--- config.mk ---
export PLATFORM = sky130hd
export DESIGN_NAME = rvc_mem_loader
export DESIGN_NICKNAME = d
export VERILOG_FILES = /design/src/rtl/rvc_mem_loader_pkg.sv /design/src/rtl/rvc_mem_loader_word_asm.sv /design/src/rtl/rvc_mem_loader.sv
export SDC_FILE = /design/constraint.sdc
export NUM_CORES = 1
export LEC_CHECK = 0
export ABC_CLOCK_PERIOD_IN_PS = 6100
export CAP_MARGIN = 20
export CORE_ASPECT_RATIO = 0.75
export CORE_MARGIN = 2
export CORE_UTILIZATION = 40
export CTS_CLUSTER_DIAMETER = 50
export CTS_CLUSTER_SIZE = 8
export DETAILED_ROUTE_END_ITERATION = 7
export PLACE_DENSITY_LB_ADDON = 0.08
export SLEW_MARGIN = 20
export SYNTH_ARGS = -nofsm -noshare
export SYNTH_HDL_FRONTEND = slang
export SYNTH_SLANG_ARGS = --single-unit
--- constraint.sdc ---
create_clock -name Clock -period 6.1 [get_ports Clock]
set_clock_uncertainty 0.05 [all_clocks]
set_input_delay 0.915 -clock Clock [delete_from_list [all_inputs] [get_ports Clock]]
set_output_delay 0.915 -clock Clock [all_outputs]
set_load 0.01 [all_outputs]
--- src/rtl/rvc_mem_loader_pkg.sv ---
// Shared constants and state type for the RVC program loader.
// Holds memory map limits and the loader FSM state encoding.
package param_pkg;

    localparam logic [31:0] I_MEM_MSB = 32'h0000_0FFF;
    localparam logic [31:0] D_MEM_MSB = 32'h0000_1FFF;

    typedef enum logic [2:0] {
        S_ADDR,
        S_LEN,
        S_DATA,
        S_DONE,
        S_ERR
    } t_loader_state;

endpackage

--- src/rtl/rvc_mem_loader_word_asm.sv ---
// Little-endian 4-byte collector with a 2-bit byte count.
// Ports: clk, clr (sync clear), load (take byte_in), byte_in,
//        word_nxt (word including byte_in), last (4th byte taken).
module rvc_loader_word_asm (
    input  logic        clk,
    input  logic        clr,
    input  logic        load,
    input  logic [7:0]  byte_in,
    output logic [31:0] word_nxt,
    output logic        last
);

    logic [31:0] word_q, word_d;
    logic [1:0]  cnt_q, cnt_d;

    always_comb begin
        word_nxt = word_q;
        unique case (cnt_q)
            2'd0: word_nxt[7:0]   = byte_in;
            2'd1: word_nxt[15:8]  = byte_in;
            2'd2: word_nxt[23:16] = byte_in;
            2'd3: word_nxt[31:24] = byte_in;
        endcase
        word_d = load ? word_nxt : word_q;
        // count wraps 3->0 so the next phase starts clean
        cnt_d  = load ? cnt_q + 2'd1 : cnt_q;
        last   = load && (cnt_q == 2'd3);
    end

    always_ff @(posedge clk) begin
        if (clr) begin
            word_q <= '0;
            cnt_q  <= '0;
        end else begin
            word_q <= word_d;
            cnt_q  <= cnt_d;
        end
    end

endmodule

--- src/rtl/rvc_mem_loader.sv ---
// Streaming program loader: parses ADDR/LEN/payload frames and writes bytes to memory.
// Ports: Clock, Rst, InValid/InData/InReady byte stream, MemWr* byte write port,
//        CoreRst (held until end frame), LoadDone, LoadErr.
module rvc_mem_loader #(
    parameter logic [31:0] I_MEM_MSB = param_pkg::I_MEM_MSB,
    parameter logic [31:0] D_MEM_MSB = param_pkg::D_MEM_MSB
) (
    input  logic        Clock,
    input  logic        Rst,
    input  logic        InValid,
    input  logic [7:0]  InData,
    output logic        InReady,
    output logic        MemWrEn,
    output logic [31:0] MemWrAddr,
    output logic [7:0]  MemWrData,
    output logic        MemWrIMem,
    output logic        CoreRst,
    output logic        LoadDone,
    output logic        LoadErr
);

    import param_pkg::*;

    t_loader_state state_q, state_d;
    logic [31:0]   ptr_q, ptr_d;
    logic [31:0]   rem_q, rem_d;
    logic          wr_en_q, wr_en_d;
    logic [31:0]   wr_addr_q, wr_addr_d;
    logic [7:0]    wr_data_q, wr_data_d;
    logic          wr_imem_q, wr_imem_d;

    logic          acc;
    logic          addr_ld, len_ld;
    logic          addr_last, len_last;
    logic [31:0]   addr_word, len_word;
    logic [32:0]   end_sum;

    assign InReady = !Rst && (state_q == S_ADDR || state_q == S_LEN || state_q == S_DATA);
    assign acc     = InValid && InReady;
    assign addr_ld = acc && (state_q == S_ADDR);
    assign len_ld  = acc && (state_q == S_LEN);

    rvc_loader_word_asm u_addr_asm (
        .clk      (Clock),
        .clr      (Rst),
        .load     (addr_ld),
        .byte_in  (InData),
        .word_nxt (addr_word),
        .last     (addr_last)
    );

    rvc_loader_word_asm u_len_asm (
        .clk      (Clock),
        .clr      (Rst),
        .load     (len_ld),
        .byte_in  (InData),
        .word_nxt (len_word),
        .last     (len_last)
    );

    // 33-bit so an address near 2^32 cannot wrap past the range check
    assign end_sum = {1'b0, ptr_q} + {1'b0, len_word};

    always_comb begin
        state_d   = state_q;
        ptr_d     = ptr_q;
        rem_d     = rem_q;
        wr_en_d   = 1'b0;
        wr_addr_d = '0;
        wr_data_d = '0;
        wr_imem_d = 1'b0;
        unique case (state_q)
            S_ADDR: begin
                if (addr_last) begin
                    ptr_d   = addr_word;
                    state_d = S_LEN;
                end
            end
            S_LEN: begin
                if (len_last) begin
                    if (len_word == 32'd0) begin
                        state_d = S_DONE;
                    end else if (end_sum > {1'b0, D_MEM_MSB} + 33'd1) begin
                        state_d = S_ERR;
                    end else begin
                        rem_d   = len_word;
                        state_d = S_DATA;
                    end
                end
            end
            S_DATA: begin
                if (acc) begin
                    wr_en_d   = 1'b1;
                    wr_addr_d = ptr_q;
                    wr_data_d = InData;
                    wr_imem_d = (ptr_q <= I_MEM_MSB);
                    ptr_d     = ptr_q + 32'd1;
                    rem_d     = rem_q - 32'd1;
                    if (rem_q == 32'd1) begin
                        state_d = S_ADDR;
                    end
                end
            end
            S_DONE, S_ERR: begin
                state_d = state_q;
            end
            default: begin
                state_d = S_ADDR;
            end
        endcase
    end

    always_ff @(posedge Clock) begin
        if (Rst) begin
            state_q   <= S_ADDR;
            ptr_q     <= '0;
            rem_q     <= '0;
            wr_en_q   <= 1'b0;
            wr_addr_q <= '0;
            wr_data_q <= '0;
            wr_imem_q <= 1'b0;
        end else begin
            state_q   <= state_d;
            ptr_q     <= ptr_d;
            rem_q     <= rem_d;
            wr_en_q   <= wr_en_d;
            wr_addr_q <= wr_addr_d;
            wr_data_q <= wr_data_d;
            wr_imem_q <= wr_imem_d;
        end
    end

    assign MemWrEn   = wr_en_q;
    assign MemWrAddr = wr_addr_q;
    assign MemWrData = wr_data_q;
    assign MemWrIMem = wr_imem_q;
    assign CoreRst   = Rst || (state_q != S_DONE);
    assign LoadDone  = !Rst && (state_q == S_DONE);
    assign LoadErr   = !Rst && (state_q == S_ERR);

endmodule

==> results of run 1 <==
per-stage QoR:
stage | utilization [%] | instance area (um^2) | cells
floorplan | - | 11000 | 1454
global placement | 44.1 | 11900 | 1797
detailed placement | 44.1 | 11900 | 1797
CTS | 46.4 | 12500 | 1829
global route | 46.4 | 12500 | 1829
finish | 46.4 | 12500 | 1830
worst paths after layout:
path	to	start	slack, ns
setup / recovery	rem_q[24]	u_len_asm.cnt_q[0]	0.65
hold reg to reg	u_addr_asm.word_q[24]	u_addr_asm.word_q[24]	0.40
hold / removal	u_addr_asm.word_q[24]	u_addr_asm.word_q[24]	0.40
setup reg to reg	rem_q[24]	u_len_asm.cnt_q[0]	0.65
critical path: cells and delay by family, from the launching register on:
family | cells | cell delay, ns
compound gates | 5 | 1.44
fa+ha+maj | 2 | 1.07
simple gates | 5 | 1.54
mux | 1 | 0.50
buf+inv | 3 | 0.41
flops | 1 | 0.36
report_power, final:
group	switching, W	internal (W)	leakage (nW)
clock network	0.000519	0.000652	0.286
logic	0.0000894	0.0000462	3.05
registers	0.00000562	0.00116	1.43
routing by layer:
layer	wire length (um)	share of wire (%)	global-route usage, %	vias to the layer above
met5	13	0.033	0	-
met2	15800	40	37.7	437
met1	19600	50	41.3	5185
li1	-	-	-	5297
met3	3120	7.9	5.68	48
met4	828	2.1	8.24	2
synthesized netlist by cell type (7+ instances only):
cell type | number | area [um^2]
and3_1 | 15 | 93.8
nand3_1 | 48 | 240
xor2_1 | 7 | 61.3
a21o_1 | 11 | 82.6
and2_1 | 38 | 238
a22oi_1 | 10 | 75.1
o21ai_1 | 8 | 40.0
buf_1 | 7 | 26.3
o31ai_1 | 7 | 52.6
a211oi_1 | 54 | 405
dfxtp_1 | 177 | 3540
a31oi_1 | 15 | 93.8
nand2_1 | 137 | 514
ha_1 | 44 | 551
o21ai_0 | 93 | 465
o211ai_1 | 15 | 113
or3_1 | 8 | 50.1
nand4_1 | 33 | 206
mux2i_1 | 69 | 691
o22ai_1 | 18 | 113
a21oi_1 | 115 | 576
nor2_1 | 144 | 541
o32ai_1 | 12 | 105
inv_1 | 71 | 267
nor3_1 | 61 | 305
xnor2_1 | 7 | 61.3
buf_2 | 9 | 45.0
nor4_1 | 16 | 100
clkbuf_1 | 96 | 360
area by class of cell:
type / instances / area (um^2) / area share (%)
diodes: 1 / 2.50 / 0.0200
clock buffers: 22 / 484 / 3.86
clock inverters: 10 / 125 / 0.999
inverters: 71 / 267 / 2.13
multi-input cells: 1090 / 6720 / 53.6
flip-flops and latches: 177 / 3540 / 28.3
well taps: 351 / 439 / 3.51
repair buffers: 108 / 948 / 7.57
sequential cells by signal, summed over array words and instances, names as in the netlist:
name / count
MemWrData: 8
state_q: 3
u_addr_asm.word_q: 32
MemWrEn: 1
MemWrAddr: 32
ptr_q: 32
u_len_asm.word_q: 32
u_addr_asm.cnt_q: 2
MemWrIMem: 1
u_len_asm.cnt_q: 2
rem_q: 32
cells by family after synthesis:
kind of cell	share of synthesized area, %
buffers and inverters	6.70
and+or+nand+nor	23.5
DFF	32.3
AOI/OAI and AO/OA	24.6
adders and majority gates	5.20
muxes	6.60
xor gates and xnor gates	1.12
placed cells by master, fill, tap and decap left out, types with 48 or more instances in the layout:
cell type	instances
dfxtp_1	177
nor2_1	143
nand2_1	137
a21oi_1	114
o21ai_0	93
inv_1	70
mux2i_1	69
nor3_1	60
clkdlybuf4s50_1	55
a211oi_1	54
buf_4	53
nand3_1	48
==> flow_summary.ini, run 1 <==
[clock_network]
cts_tree = built
htreeDepth = 4
clock_sinks = 177
clock_latency_ns = 0.45
cts_setup_buffers = 0
cts.repair.resized = 0
cts_made_buffers = 17
clock_path_buffers = 2
clock-root-buffer = clkbuf_16
holdBufCountCts = 0
clk_pin_slew_ns = 0.07

[place]
place_ws_ns = 0.399
port_buffers = 56
gp_congestion = 0.942
post-dp-hpwl_um = 28200

[outcome]
outcome = finished clean

[floorplanning]
start_util_pct = 40.7
die_w_um = 195
rows = 52
dieHeight_um = 147
num_io_pins = 57
die-area_um2 = 28800
core_um2 = 27000

[timing]
min_period_over_period_pct = 89.4
maxSlewHeadroom_pct = 29.7
finalMaxSlewViolations = 0
min_period_ns = 5.45
rsz0062_at_grt = false
setup_viol = 0
report.final.hold_viol_count = 0
max_freq_mhz = 183
fin_hold_ws_ns = 0.404
worst_pin_slew_ns = 1.05
fin_ws_ns = 0.646
finalSetupTns_ns = 0

[worst_setup_path]
arrival_ns = 5.77
cp_slowest_cell = ha_1
max_stage_delay_ns = 0.62
ff2ff_path_depth = 16
critical_path_class = reg2reg
required_ns = 6.41
crit_fanout = 13
crit_path_end_kind = register
crit_chain = inv_1 > ha_1 > mux2i_1 > inv_1 > ha_1 > a21oi_1 > o211ai_1 > or2_2 > a22oi_1 > nand3_1 > or4_1 > a211oi_2 > and3_1 > nor2_2 > buf_4 > o22ai_1
critPathLaunchType = register

[logic_synthesis]
yosys_warnings = 0
synth_cell_type_count = 75
syn_area_um2 = 11000
syn-num-nets = 1510
yosys_register_bits = 177
syn_inst = 1454
synth_edf_count = 0
synth_seq_area_share_pct = 32.3
syn_avg_cell_area_um2 = 7.55
synthArstFlopShare_pct = 0
synth_flop_cell = dfxtp_1

[finish]
layout-drive-gt1-share_pct = 7.44
area_growth_pct = 14.1
nFillCells = 2709
fin_nets = 1521

[detailed_routing]
drt_wl_total_um = 39400
initialDrtViolationCount = 1285
viasPerCell = 5.99
drc_errors = 0
avgRoutedWirePerCell_um = 21.5
first_pass_iters = 5
final_antenna_net_count = 0
num_vias = 11000

[global_routing]
grt_pass1_vias = 9696
grt_max_degree = 98
grt_overflow = 0
grt_pass1_wl_um = 60000
grt_usage_pct = 27.1
antenna_found_initial = 1

[power_and_ir_drop]
peakVddDrop_mv = 0.204
power_leakage_nw = 4.76
p_per_area_nw_per_um2 = 198
p_total_w = 0.00248

[worst_hold_path]
hold_path_class = reg2reg
holdPathStages = 2

[job]
maxCapViolCount = 0
Power figures use the tool's default switching activity.
==> run 2: changes to the inputs <==
CORE_MARGIN = 5   (was 2)
CORE_UTILIZATION = 50   (was 40)
GPL_TIMING_DRIVEN = 0   (was not set)
==> flow_summary.ini, run 2 (synthesis results as in run 1) <==
[finish]
n_antenna_cell = 0
multiInputGateArea_um2 = 6700
layout-drive-gt1-share_pct = 4.22
regArea_um2 = 3540
final_common_cell = dfxtp_1
nFillCells = 2096
finalInstanceArea_um2 = 12500
area_growth_pct = 14.2
post-route-util_pct = 57.4
fin_nets = 1584
layout_common_cells = dfxtp_1, nor2_1, nand2_1

[detailed_routing]
num_vias = 11800
first_pass_iters = 8
drc_errors = 0
viasPerCell = 6.44
initialDrtViolationCount = 1833
drt_wl_total_um = 43600
final_antenna_net_count = 0
avgRoutedWirePerCell_um = 23.7

[worst_setup_path]
max_stage_delay_ns = 0.82
cp_top_family = buffers and inverters
cp_slowest_cell = mux2i_1
crit_chain = clkdlybuf4s50_1 > clkbuf_1 > mux2i_1 > inv_1 > ha_1 > clkbuf_1 > nand4_1 > or3_1 > a2111oi_0 > nor4_1 > xor2_1 > and4_1 > nand3_2 > buf_2 > a21oi_1 > o32ai_1
arrival_ns = 6.21
crit_fanout = 10
crit_path_end_kind = register
critical_path_buf_inv_count = 5
critical_path_class = in2reg
critPathLaunchType = primary input
required_ns = 6.35
crit_top_cell = clkbuf_1

[global_routing]
grt_overflow = 0
grt_max_degree = 17
grt_pass1_wl_um = 65500
grt_pass1_vias = 10500
grt_usage_pct = 33.4
antenna_found_initial = 0

[floorplanning]
core_um2 = 21800
die_w_um = 181
dieHeight_um = 138
die-area_um2 = 25000
num_io_pins = 57
start_util_pct = 50.3
rows = 47

[clock_network]
clock-root-buffer = clkbuf_16
cts_made_buffers = 17
cts.repair.resized = 0
htreeDepth = 4
clock_latency_ns = 0.45
cts_setup_buffers = 0
holdBufCountCts = 0
cts_tree = built
clock_path_buffers = 2
clk_pin_slew_ns = 0.07
clock_sinks = 177

[power_and_ir_drop]
seq_power_share_pct = 46.3
p_switching_w = 0.000606
p_per_area_nw_per_um2 = 202
sw_frac_of_total_pct = 24.0
comb_power_share_pct = 5.7
clock_power_share_pct = 48.0
power_leakage_nw = 4.72
peakVddDrop_mv = 0.195
internal_power_w = 0.00192

[outcome]
outcome = finished clean

[place]
post-dp-hpwl_um = 32400
port_buffers = 55
dpl_cell_area_um2 = 11900
gp_congestion = 1.01

[timing]
maxSlewHeadroom_pct = 29.1
finalMaxSlewViolations = 0
rsz0062_at_grt = false
max_freq_mhz = 168
finalSetupTns_ns = 0
min_period_ns = 5.96
report.final.hold_viol_count = 0
worst_pin_slew_ns = 1.06
min_period_over_period_pct = 97.7
setup_viol = 0

[worst_hold_path]
hold_path_class = reg2reg

[job]
maxCapViolCount = 0
[run 2: worst min-delay path: cells and delay by family, from the launching register on]
kind,cells,cell delay [ns]
and+or+nand+nor,1,0.05
DFF,1,0.31
AOI/OAI and AO/OA,1,0.05
[run 2: metrics by stage]
stage | power, W | hold WS [ns] | setup WS [ns] | std cells
final | 0.00253 | 0.404 | 0.139 | 1835
after global routing | 0.00259 | 0.417 | 0.0271 | 1835
after CTS | 0.00253 | 0.407 | 0.447 | 1835
after detailed placement | 0.00133 | 0.397 | -0.0106 | 1803
after global placement | 0.00133 | 0.391 | -0.0257 | 1803
after floorplan | 0.00128 | 0.382 | 1.74 | 1454
[run 2: worst paths after layout]
| path | startpoint | to | slack (ns) | cells past startpoint |
|---|---|---|---|---|
| hold / removal | u_addr_asm.word_q[26] | u_addr_asm.word_q[26] | 0.40 | 2 |
| setup / recovery | InData[1] | rem_q[2] | 0.14 | 16 |
| hold reg to reg | u_addr_asm.word_q[26] | u_addr_asm.word_q[26] | 0.40 | 2 |
| setup reg to reg | u_len_asm.cnt_q[0] | rem_q[2] | 0.19 | 16 |
[run 2: power by group through the flow]
stage,sequential [W],combinational (W),clock (W)
floorplan,0.00119,0.0000874,0
global placement,0.00120,0.000138,0
detailed placement,0.00120,0.000138,0
CTS,0.00117,0.000139,0.00122
global route,0.00117,0.000152,0.00127
finish,0.00117,0.000143,0.00121
[run 2: area by class of cell]
type	instances	share of cell area, %
clock inverters	11	1.40
plain buffers	116	3.74
flip-flops and latches	177	28.3
inverters	71	2.13
multi-input cells	1090	53.4
clock buffers	21	3.67
well taps	294	2.94
repair buffers	55	4.39
[run 2: per-layer routing]
layer  track usage [%]  part of all wire, %  up-vias
met5                 0                    0        -
met4              12.0                  3.9        0
met3              8.69                   12      120
met2              46.3                   40      701
met1              49.8                   45     5585
li1                  -                    -     5420
==> run 3: changes to the inputs <==
--- a/config.mk
+++ b/config.mk
@@ -12,6 +12,7 @@
 export CORE_UTILIZATION = 50
 export CTS_CLUSTER_DIAMETER = 50
-export CTS_CLUSTER_SIZE = 8
+export CTS_CLUSTER_SIZE = 14
 export DETAILED_ROUTE_END_ITERATION = 7
+export GPL_ROUTABILITY_DRIVEN = 0
 export GPL_TIMING_DRIVEN = 0
 export PLACE_DENSITY_LB_ADDON = 0.08
==> constraint.sdc (replaced) <==
create_clock -name Clock -period 6.1 [get_ports Clock]
set_clock_uncertainty 0.05 [all_clocks]
set_input_delay 1.22 -clock Clock [delete_from_list [all_inputs] [get_ports Clock]]
set_output_delay 1.22 -clock Clock [all_outputs]
set_load 0.01 [all_outputs]
==> flow_summary.ini, run 3 (synthesis results as in run 1) <==
[outcome]
outcome = finished clean

[detailed_routing]
drc_errors = 0
first_pass_iters = 6
num_vias = 11800
final_antenna_net_count = 0
initialDrtViolationCount = 1515
drt_wl_total_um = 41500
viasPerCell = 6.40
avgRoutedWirePerCell_um = 22.6

[finish]
multiInputGateArea_um2 = 6700
layout_common_cells = dfxtp_1, nor2_1, nand2_1
fin_nets = 1584
nFillCells = 2117
area_growth_pct = 13.6
layout-drive-gt1-share_pct = 4.41
final_common_cell = dfxtp_1
regArea_um2 = 3540

[timing]
setup_viol = 0
finalMaxSlewViolations = 0
fin_ws_ns = 0.127
min_period_over_period_pct = 97.9
worst_pin_slew_ns = 1.02
rsz0062_at_grt = true
report.final.hold_viol_count = 0
maxSlewHeadroom_pct = 31.4
max_freq_mhz = 167
min_period_ns = 5.97

[global_routing]
antenna_found_initial = 0
grt_pass1_wl_um = 62700
grt_pass1_vias = 10500
grt_max_degree = 17
grt_usage_pct = 31.7
grt_overflow = 0

[worst_setup_path]
critPathLaunchType = primary input
required_ns = 6.40
crit_fanout = 10
critical_path_class = in2reg
arrival_ns = 6.27
crit_start = InData[4]
reg2reg_from = u_len_asm.cnt_q[0]
crit_path_end_kind = register

[place]
place_ws_ns = -0.288
post-dp-hpwl_um = 31000
port_buffers = 55

[clock_network]
htreeDepth = 4
cts_setup_buffers = 0
clk_pin_slew_ns = 0.07
clock-root-buffer = clkbuf_16
clock_sinks = 177
cts_tree = built
clock_path_buffers = 2
cts_made_buffers = 17
clock_latency_ns = 0.45

[power_and_ir_drop]
comb_power_share_pct = 5.9
sw_frac_of_total_pct = 25.3
power_leakage_nw = 4.70
seq_power_share_pct = 48.7
p_switching_w = 0.000607
peakVddDrop_mv = 0.197
internal_power_w = 0.00180
clock_power_share_pct = 45.5
p_total_w = 0.00240
p_per_area_nw_per_um2 = 193

[floorplanning]
die-area_um2 = 25000
start_util_pct = 50.3
num_io_pins = 57
rows = 47
dieHeight_um = 138
die_w_um = 181
core_um2 = 21800

[worst_hold_path]
hold_path_class = reg2reg
min_from = u_addr_asm.word_q[19]

[job]
maxCapViolCount = 0
-- run 3: cell count changes in the layout (fill, tap and decap cells not counted), sizes merged --
cell    change
bufinv      -3
clkinv      +4
diode       +1
inv         -1
-- run 3: per-stage QoR --
stage               instances  hold WS, ns  instance area (um^2)  setup TNS, ns  utilization (%)
floorplan                1454        0.382                 11000              0                -
global placement         1803        0.391                 11900          -4.94             54.5
detailed placement       1803        0.396                 11900          -6.12             54.5
CTS                      1835        0.405                 12500              0             57.1
global route             1835        0.425                 12500       -0.00863             57.1
finish                   1836        0.404                 12500              0             57.2
-- run 3: layout make-up --
class                           count  area share, %
Inverter                           71           2.14
Buffer                            116           3.78
Antenna cell                        1         0.0201
Clock buffer                       21           3.69
Clock inverter                     11          0.853
Multi-Input combinational cell   1090           53.7
Sequential cell                   177           28.4
Timing Repair Buffer               55           4.41
Tap cell                          294           2.95
-- run 3: repair_timing --
action / 4_1_cts / 5_1_grt
hold buffers: 0 / 0
resized for setup: 0 / 5
endpoints found under the setup margin: 0 / 25
-- run 3: final timing paths --
kind	end	cells past startpoint	slack (ns)
setup / recovery	rem_q[21]	14	0.13
hold reg to reg	u_addr_asm.word_q[19]	2	0.40
hold / removal	u_addr_asm.word_q[19]	2	0.40
setup reg to reg	rem_q[21]	17	0.37
-- run 3: power by group through the flow --
stage	combinational, W	clock, W	sequential (W)
2_1_floorplan	0.0000874	0	0.00119
3_3_place_gp	0.000136	0	0.00120
3_5_place_dp	0.000137	0	0.00120
4_1_cts	0.000138	0.00109	0.00117
5_1_grt	0.000151	0.00114	0.00117
6_report	0.000141	0.00109	0.00117
-- run 3: metal layers --
metal	track usage, %	part of all wire [%]
met1	46.5	44
met2	43.0	39
met3	9.93	13
met4	12.4	4.1
met5	0	0
-- run 3: critical path: stages --
cell and delay [ns]:
clkdlybuf4s50_1 0.42, clkbuf_1 0.35, mux2i_1 0.69, inv_1 0.11, ha_1 0.34, clkbuf_1 0.35
nand4_1 0.26, or4_1 0.61, a211oi_1 0.44, nor4_1 0.12, o211ai_1 0.46, clkbuf_1 0.49
nor3_1 0.11, o32ai_1 0.27
